--- src/rtl/noc_pkg.sv ---
// rtl/noc_pkg.sv - flit encodings, head field layout and width helpers shared by injector, router and sink
package noc_pkg;

  localparam logic [1:0] FLIT_BODY      = 2'b00;
  localparam logic [1:0] FLIT_HEAD      = 2'b01;
  localparam logic [1:0] FLIT_TAIL      = 2'b10;
  localparam logic [1:0] FLIT_HEAD_TAIL = 2'b11;

  localparam int HEAD_DEST_LSB = 0;

  typedef enum logic [1:0] {
    INJ_IDLE,
    INJ_VC_ALLOC,
    INJ_HEAD,
    INJ_BODY
  } inj_state_t;

  // A single node or VC still needs a one-bit field to keep ports legal.
  function automatic int width_min1(input int n);
    return (n <= 1) ? 1 : $clog2(n);
  endfunction

  function automatic int head_src_lsb(input int dest_w);
    return dest_w;
  endfunction

  function automatic int head_len_lsb(input int dest_w);
    return 2 * dest_w;
  endfunction

endpackage

--- src/rtl/noc_credit_counter.sv ---
// rtl/noc_credit_counter.sv - credit counter for one downstream VC buffer, with overflow detect
module noc_credit_counter #(
  parameter int DEPTH = 2,
  parameter int CNT_W = $clog2(DEPTH + 1)
) (
  input  logic             clk,
  input  logic             reset,
  input  logic             inc,
  input  logic             dec,
  output logic [CNT_W-1:0] count,
  output logic             overflow
);

  localparam logic [CNT_W-1:0] FULL = CNT_W'(DEPTH);

  // A return arriving with the buffer already fully credited is a protocol error.
  assign overflow = inc && !dec && (count == FULL);

  always_ff @(posedge clk or posedge reset) begin
    if (reset) begin
      count <= FULL;
    end else if (inc && !dec && (count != FULL)) begin
      count <= count + CNT_W'(1);
    end else if (dec && !inc) begin
      count <= count - CNT_W'(1);
    end
  end

endmodule

--- src/rtl/noc_flit_injector.sv ---
// rtl/noc_flit_injector.sv - wormhole flit injector with per-VC credits; NOC_INJ_STATS_EN adds stat_pkts/stat_flits
module noc_flit_injector
  import noc_pkg::*;
#(
  parameter int NUM_OF_NODES            = 8,
  parameter int NODE_ID                 = 0,
  parameter int FLIT_DATA_WIDTH         = 16,
  parameter int NUM_OF_VIRTUAL_CHANNELS = 2,
  parameter int VC_BUFFER_DEPTH         = 2,
  parameter int MAX_PKT_LEN             = 7,
  localparam int DEST_W = width_min1(NUM_OF_NODES),
  localparam int VC_W   = width_min1(NUM_OF_VIRTUAL_CHANNELS),
  localparam int LEN_W  = $clog2(MAX_PKT_LEN + 1)
) (
  input  logic                               clk,
  input  logic                               reset,
  input  logic                               pkt_valid,
  output logic                               pkt_ready,
  input  logic [DEST_W-1:0]                  pkt_dest,
  input  logic [LEN_W-1:0]                   pkt_len,
  input  logic                               data_valid,
  output logic                               data_ready,
  input  logic [FLIT_DATA_WIDTH-3:0]         data_in,
  output logic                               flit_valid,
  output logic [FLIT_DATA_WIDTH-1:0]         flit_out,
  output logic [VC_W-1:0]                    flit_vc,
  input  logic [NUM_OF_VIRTUAL_CHANNELS-1:0] credit_return,
  output logic                               credit_err
`ifdef NOC_INJ_STATS_EN
  ,
  output logic [31:0]                        stat_pkts,
  output logic [31:0]                        stat_flits
`endif
);

  localparam int NVC     = NUM_OF_VIRTUAL_CHANNELS;
  localparam int PLD_W   = FLIT_DATA_WIDTH - 2;
  localparam int CNT_W   = $clog2(VC_BUFFER_DEPTH + 1);
  localparam int SRC_LSB = head_src_lsb(DEST_W);
  localparam int LEN_LSB = head_len_lsb(DEST_W);

  inj_state_t        state;
  logic [DEST_W-1:0] dest_q;
  logic [LEN_W-1:0]  len_q;
  logic [LEN_W-1:0]  word_cnt;
  logic [VC_W-1:0]   cur_vc;
  logic [VC_W-1:0]   last_vc;

  logic [CNT_W-1:0]  credit [NVC];
  logic [NVC-1:0]    credit_nz;
  logic [NVC-1:0]    dec_vc;
  logic [NVC-1:0]    overflow_vc;

  logic              alloc_found;
  logic [VC_W-1:0]   alloc_vc;
  logic [VC_W-1:0]   cand;
  logic              send;
  logic              last_word;
  logic [1:0]        send_type;
  logic [PLD_W-1:0]  send_payload;
  logic [PLD_W-1:0]  head_payload;

  for (genvar v = 0; v < NVC; v++) begin : g_vc
    noc_credit_counter #(
      .DEPTH (VC_BUFFER_DEPTH),
      .CNT_W (CNT_W)
    ) u_cnt (
      .clk      (clk),
      .reset    (reset),
      .inc      (credit_return[v]),
      .dec      (dec_vc[v]),
      .count    (credit[v]),
      .overflow (overflow_vc[v])
    );
    assign credit_nz[v] = (credit[v] != '0);
    assign dec_vc[v]    = send && (cur_vc == VC_W'(v));
  end

  assign pkt_ready = (state == INJ_IDLE) && !reset;

  // Round-robin: the VC after the one granted last has highest priority.
  always_comb begin
    alloc_found = 1'b0;
    alloc_vc    = '0;
    cand        = '0;
    for (int i = 0; i < NVC; i++) begin
      cand = VC_W'((int'(last_vc) + 1 + i) % NVC);
      if (!alloc_found && credit_nz[cand]) begin
        alloc_found = 1'b1;
        alloc_vc    = cand;
      end
    end
  end

  always_comb begin
    head_payload                           = '0;
    head_payload[HEAD_DEST_LSB +: DEST_W]  = dest_q;
    head_payload[SRC_LSB +: DEST_W]        = DEST_W'(NODE_ID);
    head_payload[LEN_LSB +: LEN_W]         = len_q;
  end

  always_comb begin
    send         = 1'b0;
    last_word    = 1'b0;
    data_ready   = 1'b0;
    send_type    = FLIT_BODY;
    send_payload = '0;
    case (state)
      INJ_HEAD: begin
        send         = 1'b1;
        send_type    = (len_q == '0) ? FLIT_HEAD_TAIL : FLIT_HEAD;
        send_payload = head_payload;
      end
      INJ_BODY: begin
        data_ready = credit_nz[cur_vc];
        if (data_valid && credit_nz[cur_vc]) begin
          send         = 1'b1;
          last_word    = (word_cnt == len_q - LEN_W'(1));
          send_type    = last_word ? FLIT_TAIL : FLIT_BODY;
          send_payload = data_in;
        end
      end
      default: ;
    endcase
  end

  always_ff @(posedge clk or posedge reset) begin
    if (reset) begin
      state      <= INJ_IDLE;
      dest_q     <= '0;
      len_q      <= '0;
      word_cnt   <= '0;
      cur_vc     <= '0;
      last_vc    <= VC_W'(NVC - 1);
      flit_valid <= 1'b0;
      flit_out   <= '0;
      flit_vc    <= '0;
      credit_err <= 1'b0;
    end else begin
      flit_valid <= send;
      if (send) begin
        flit_out <= {send_type, send_payload};
        flit_vc  <= cur_vc;
      end
      if (|overflow_vc) begin
        credit_err <= 1'b1;
      end
      case (state)
        INJ_IDLE: begin
          if (pkt_valid) begin
            dest_q <= pkt_dest;
            len_q  <= (pkt_len > LEN_W'(MAX_PKT_LEN)) ? LEN_W'(MAX_PKT_LEN) : pkt_len;
            state  <= INJ_VC_ALLOC;
          end
        end
        INJ_VC_ALLOC: begin
          if (alloc_found) begin
            cur_vc  <= alloc_vc;
            last_vc <= alloc_vc;
            state   <= INJ_HEAD;
          end
        end
        INJ_HEAD: begin
          word_cnt <= '0;
          state    <= (len_q == '0) ? INJ_IDLE : INJ_BODY;
        end
        INJ_BODY: begin
          if (send) begin
            word_cnt <= word_cnt + LEN_W'(1);
            if (last_word) begin
              state <= INJ_IDLE;
            end
          end
        end
        default: state <= INJ_IDLE;
      endcase
    end
  end

`ifdef NOC_INJ_STATS_EN
  always_ff @(posedge clk or posedge reset) begin
    if (reset) begin
      stat_pkts  <= '0;
      stat_flits <= '0;
    end else if (send) begin
      stat_flits <= stat_flits + 32'd1;
      if (send_type != FLIT_BODY) begin
        stat_pkts <= stat_pkts + 32'd1;
      end
    end
  end
`endif

endmodule

--- config.mk ---
export PLATFORM = sky130hd
export DESIGN_NAME = noc_flit_injector
export DESIGN_NICKNAME = d
export VERILOG_FILES = /design/src/rtl/noc_pkg.sv /design/src/rtl/noc_credit_counter.sv /design/src/rtl/noc_flit_injector.sv
export SDC_FILE = /design/constraint.sdc
export NUM_CORES = 1
export LEC_CHECK = 0
export ABC_AREA = 1
export BUFFER_PORTS_ARGS = -buffer_cell sky130_fd_sc_hd__buf_2
export CAP_MARGIN = 20
export CORE_UTILIZATION = 35
export DETAILED_ROUTE_END_ITERATION = 16
export GPL_TIMING_DRIVEN = 0
export PLACE_DENSITY = 0.53
export SLEW_MARGIN = 10
export SYNTH_ARGS = -nofsm -noshare
export SYNTH_HDL_FRONTEND = slang
export SYNTH_SLANG_ARGS = --single-unit
--- constraint.sdc ---
create_clock -name clk -period 2.6 [get_ports clk]
set_input_delay 0.39 -clock clk [delete_from_list [all_inputs] [get_ports clk]]
set_output_delay 0.39 -clock clk [all_outputs]
set_load 0.1 [all_outputs]
# == After elaboration in Yosys (flattened, before gate mapping) ==
# Index checks and enable logic that the tools add are counted.
# op_classes
addsub,8
n_lt_le_gt_ge,4
eq_ne,12
muxes,34
n_bitwise,1
n_reduce_logical,31
# ops
cell,n
14-bit one-hot mux with 2 select lines,1
2-bit two-way mux,12
1-bit two-way mux,14
14-bit two-way mux,1
1-bit logical AND,13
2-bit != test (second input constant),6
2-bit nonzero test,5
2-bit equality test (second input constant),4
2-bit one-hot mux with 4 select lines,1
1-bit logical NOT,6
1-bit by 2-bit less-than comparator with 1-bit output (second input constant),3
3-bit two-way mux,2
3-bit one-hot mux with 2 select lines,1
2-bit AND reduction,3
2-bit by 1-bit adder with 2-bit output (second input constant),2
2-bit one-hot mux with 2 select lines,1
4-bit AND reduction,1
2-bit by 1-bit subtractor with 2-bit output (second input constant),2
3-bit by 1-bit adder with 3-bit output (second input constant),1
3-bit equality test,1
3-bit greater-than comparator (second input constant),1
3-bit logical NOT,1
3-bit by 1-bit subtractor with 3-bit output (second input constant),1
1-bit adder (second input constant),2
other kinds (5),5
# word_totals
register_bits,36
inputBits,26
out_inout_bits,21
word_cells,102

# == Longest topological paths before layout ==
# logic_depth
ltp_word,11
depth_mapped,9
mapped_depth_nobuf,9

# == By module ==
# Synthesis repeated with hierarchy kept, for this count alone.
# hier_totals
hier_cells,217
area_unflattened_um2,1846.8
# by_module_without_submodules
mod,n_inst,cells_per_inst,area_per_inst_um2,seq_area_each_um2
noc_flit_injector,1,173,1584.0,802.0
noc_credit_counter,2,22,131.4,51.3

# == Worst setup path after synthesis ==
# OpenSTA, ideal clock, no wires.
# synth_path
kind,register to output
start,register g_vc[1].u_cnt.count[1]
end,output port data_ready
arrival_time_ns,2.041
t_required_ns,2.210
setup_slack_ns,0.169
stages_incl_launch_ff,5
path_buffers,0
path_cell_list,dfstp_2 > nor2_2 > nand2_1 > nand2_1 > nor2_1
# synth_between
elab_chain_cells,4
# synth_rtl
item,line_no,source
"start, declared",noc_credit_counter.sv:10,"output logic [CNT_W-1:0] count,"
"start signal, assigned",noc_credit_counter.sv:23,count <= count + CNT_W'(1);
"start signal, assigned",noc_credit_counter.sv:25,count <= count - CNT_W'(1);
2-bit nonzero test,noc_flit_injector.sv:75,assign credit_nz[v] = (credit[v] != '0);
1-bit two-way mux (not written as such) (2 in series),noc_flit_injector.sv:115,data_ready = credit_nz[cur_vc];
1-bit two-way mux,noc_flit_injector.sv:108,case (state)
"end, declared",noc_flit_injector.sv:22,"output logic data_ready,"
# Every way passes these cells. The select of a mux whose other input is x is not followed.

# == Final worst setup path ==
# Ends and elaborated chain as after synthesis.

==> impl_metrics.yaml <==
worst_setup_path:
  crit_buf_inv: 1
  critPathMostFrequentCell: "nand2_1"
  required_ns: 2.21
  cpMaxStageDelayCell: "dfstp_2"
  crit_arrival_ns: 1.68
  end_kind: "output pin"
  critPathMaxStageDelay_ns: 0.56
  crit_chain: "nor2_2 > nand2_1 > nand2_1 > nor2_1 > buf_2"
  critPathKind: "flip-flop to output pin"
  crit_fanout: 4
  crit_family: "flip-flops"
  start_kind: "flip-flop"
timing:
  finalCriticalPeriod_ns: 2.07
  hold_viol: 0
  tns_ns: 0
  worstMarginPinSlew_ns: 0.763
  max-slew-margin-rel_pct: 49.1
  skew_ns: 0.00542
  final_max_slew_viol_count: 0
  layout_worst_path_cycle_share_pct: 79.8
  rsz0062_at_grt: "no"
  setup_viol: 0
  fmax_mhz: 482
place:
  place_hpwl_mm: 2.63
  dpl_cell_area_sq_mm: 0.00203
  place_congestion: 0.744
  io_buffer_count: 46
yosys:
  synth_ff_type: "dfrtp_1"
  ys_warn_count: 0
  ys_seq_area_share_pct: 52.8
  async_reset_ff_share_pct: 100
  ys_seq_elements: 36
  synthCells: 188
  synth_cell_types: 27
  synth.avg_cell_area_sq_um: 9.11
  synthesis.nets: 217
  synth_edf_count: 0
  syn_area_sq_mm: 0.00171
clocking:
  cts-buffers-inserted: 5
  h-tree-depth: 2
  cts_tree: "built"
  cts.reportedPaths.clkPinSlew_ns: 0.07
  root_buffer: "clkbuf_8"
  clk_latency_ns: 0.29
  cts_resized: 0
  cts_buffer_depth: 2
  cts.sinks: 36
  holdBufCountCts: 0
  cts_setup_buffers: 0
finish:
  finalNetCount: 270
  areaGrowthSynthToFinish_pct: 22.9
  n_antenna_cell: 0
  final_layout_size_suffix_gt1_share_pct: 30.3
  final_area_sq_mm: 0.00210
drt:
  viasPerCell: 4.51
  wl_per_cell_microns: 11.6
  drt-total-wl_mm: 3.57
  vias: 1388
  dr.pass1.iters: 4
  drc: 0
  drt_iter0_drc: 57
  drtAntennaViolNets: 0
global_routing:
  grt_first_pass_wirelength_mm: 6.34
  grt_overflow: 0
  track_usage_pct: 16.3
  grt_pass1_vias: 1375
  antenna_found_initial: 0
  grt_max_degree: 37
die:
  initial_core_util_pct: 36.3
  num_io_pins: 47
  dieWidth_microns: 72.0
  coreArea_sq_mm: 0.00472
  chipHeight_microns: 72.0
  dieArea_sq_mm: 0.00518
  rows: 25
run:
  max-cap-violations: 0
hold_path:
  hold_path.class: "input port to async pin"
outcome:
  outcome: "finished, final reports clean"
==> through the flow <==
step / hold slack (ns) / utilization, % / std cells / setup slack, ns
floorplan: 0.460 / - / 188 / 0.169
CTS: 0.277 / 44.6 / 308 / 0.512
detailed placement: 0.451 / 42.9 / 301 / 0.843
finish: 0.247 / 44.6 / 308 / 0.526
global placement: 0.453 / 42.9 / 301 / 0.820
global route: 0.305 / 44.6 / 308 / 0.378
==> metal layers <==
metal / GRT usage, % / vias to the layer above / wire [microns]
met5: 0 / - / 0
met4: 6.10 / 0 / 55
met3: 5.14 / 5 / 175
met2: 24.6 / 38 / 1490
met1: 21.9 / 622 / 1840
li1: - / 723 / -
==> kinds of logic (layout without fill, tap and decap cells) <==
| family | after synthesis | after routing | share of synthesized area [%] |
|---|---|---|---|
| XOR/XNOR | 3 | 3 | 1.53 |
| AO/OA/AOI/OAI | 27 | 27 | 10.9 |
| flip-flops | 36 | 36 | 52.8 |
| multiplexers | 2 | 2 | 1.31 |
| adder cells (fa/ha/maj) | 3 | 3 | 2.19 |
| buffers and inverters | 25 | 78 | 6.35 |
| AND/OR/NAND/NOR | 92 | 92 | 24.9 |
==> synth_stat cells, drive strengths merged, types with 2 or more instances <==
cell type	count	area [sq um]
a21oi	7	35.0
a22o	9	78.8
buf	2	18.8
dfrtp	33	826
dfstp	3	78.8
ha	3	37.5
inv	22	85.1
mux2	2	22.5
nand2	46	188
nand3	20	105
nand4	3	33.8
nor2	20	80.1
o211ai	6	45.0
o21ai	4	20.0
or2	2	12.5
xor2	3	26.3
==> cell usage in the layout, fill, tap and decap left out, drive strengths merged, types with 6 or more instances in the layout <==
cell type,synthesis,layout
a22o,9,9
nand3,20,20
a21oi,7,7
dfrtp,33,33
inv,22,22
nor2,20,20
clkbuf,0,6
o211ai,6,6
nand2,46,46
buf,2,48
==> registers in the layout (all words and copies together) (netlist names) <==
register	flops
flit_valid	1
len_q	3
dest_q	3
g_vc.u_cnt.count	4
last_vc	1
flit_out	16
cur_vc	1
state	2
word_cnt	3
credit_err	1
flit_vc	1
==> path summary, 6_finish.rpt <==
| kind | startpoint | endpoint | slack, ns | depth (start not counted) |
|---|---|---|---|---|
| worst max-delay path | g_vc[1].u_cnt.count[1] | data_ready | 0.53 | 5 |
| worst min-delay path | reset | state[0] | 0.25 | 2 |
| worst max register to register | g_vc[1].u_cnt.count[1] | g_vc[1].u_cnt.count[0] | 1.02 | 9 |
| worst min register to register | credit_err | credit_err | 0.47 | 1 |
| max in group asynchronous | reset | g_vc[1].u_cnt.count[0] | 1.87 | 2 |
| min in group clk | data_in[1] | flit_out[1] | 0.32 | 3 |
==> area by class of cell <==
cell class / count / area [sq um]
plain buffers: 2 / 18.8
clock buffers: 6 / 72.6
clock inverters: 1 / 5.00
fillers: 489 / 2620
inverters: 23 / 90.1
multi-input cells: 127 / 699
flip-flops and latches: 36 / 905
well taps: 67 / 83.8
repair buffers: 46 / 230
Power is not shown: default switching activity piles up to over one toggle a cycle in this logic, so the estimate is an artifact.
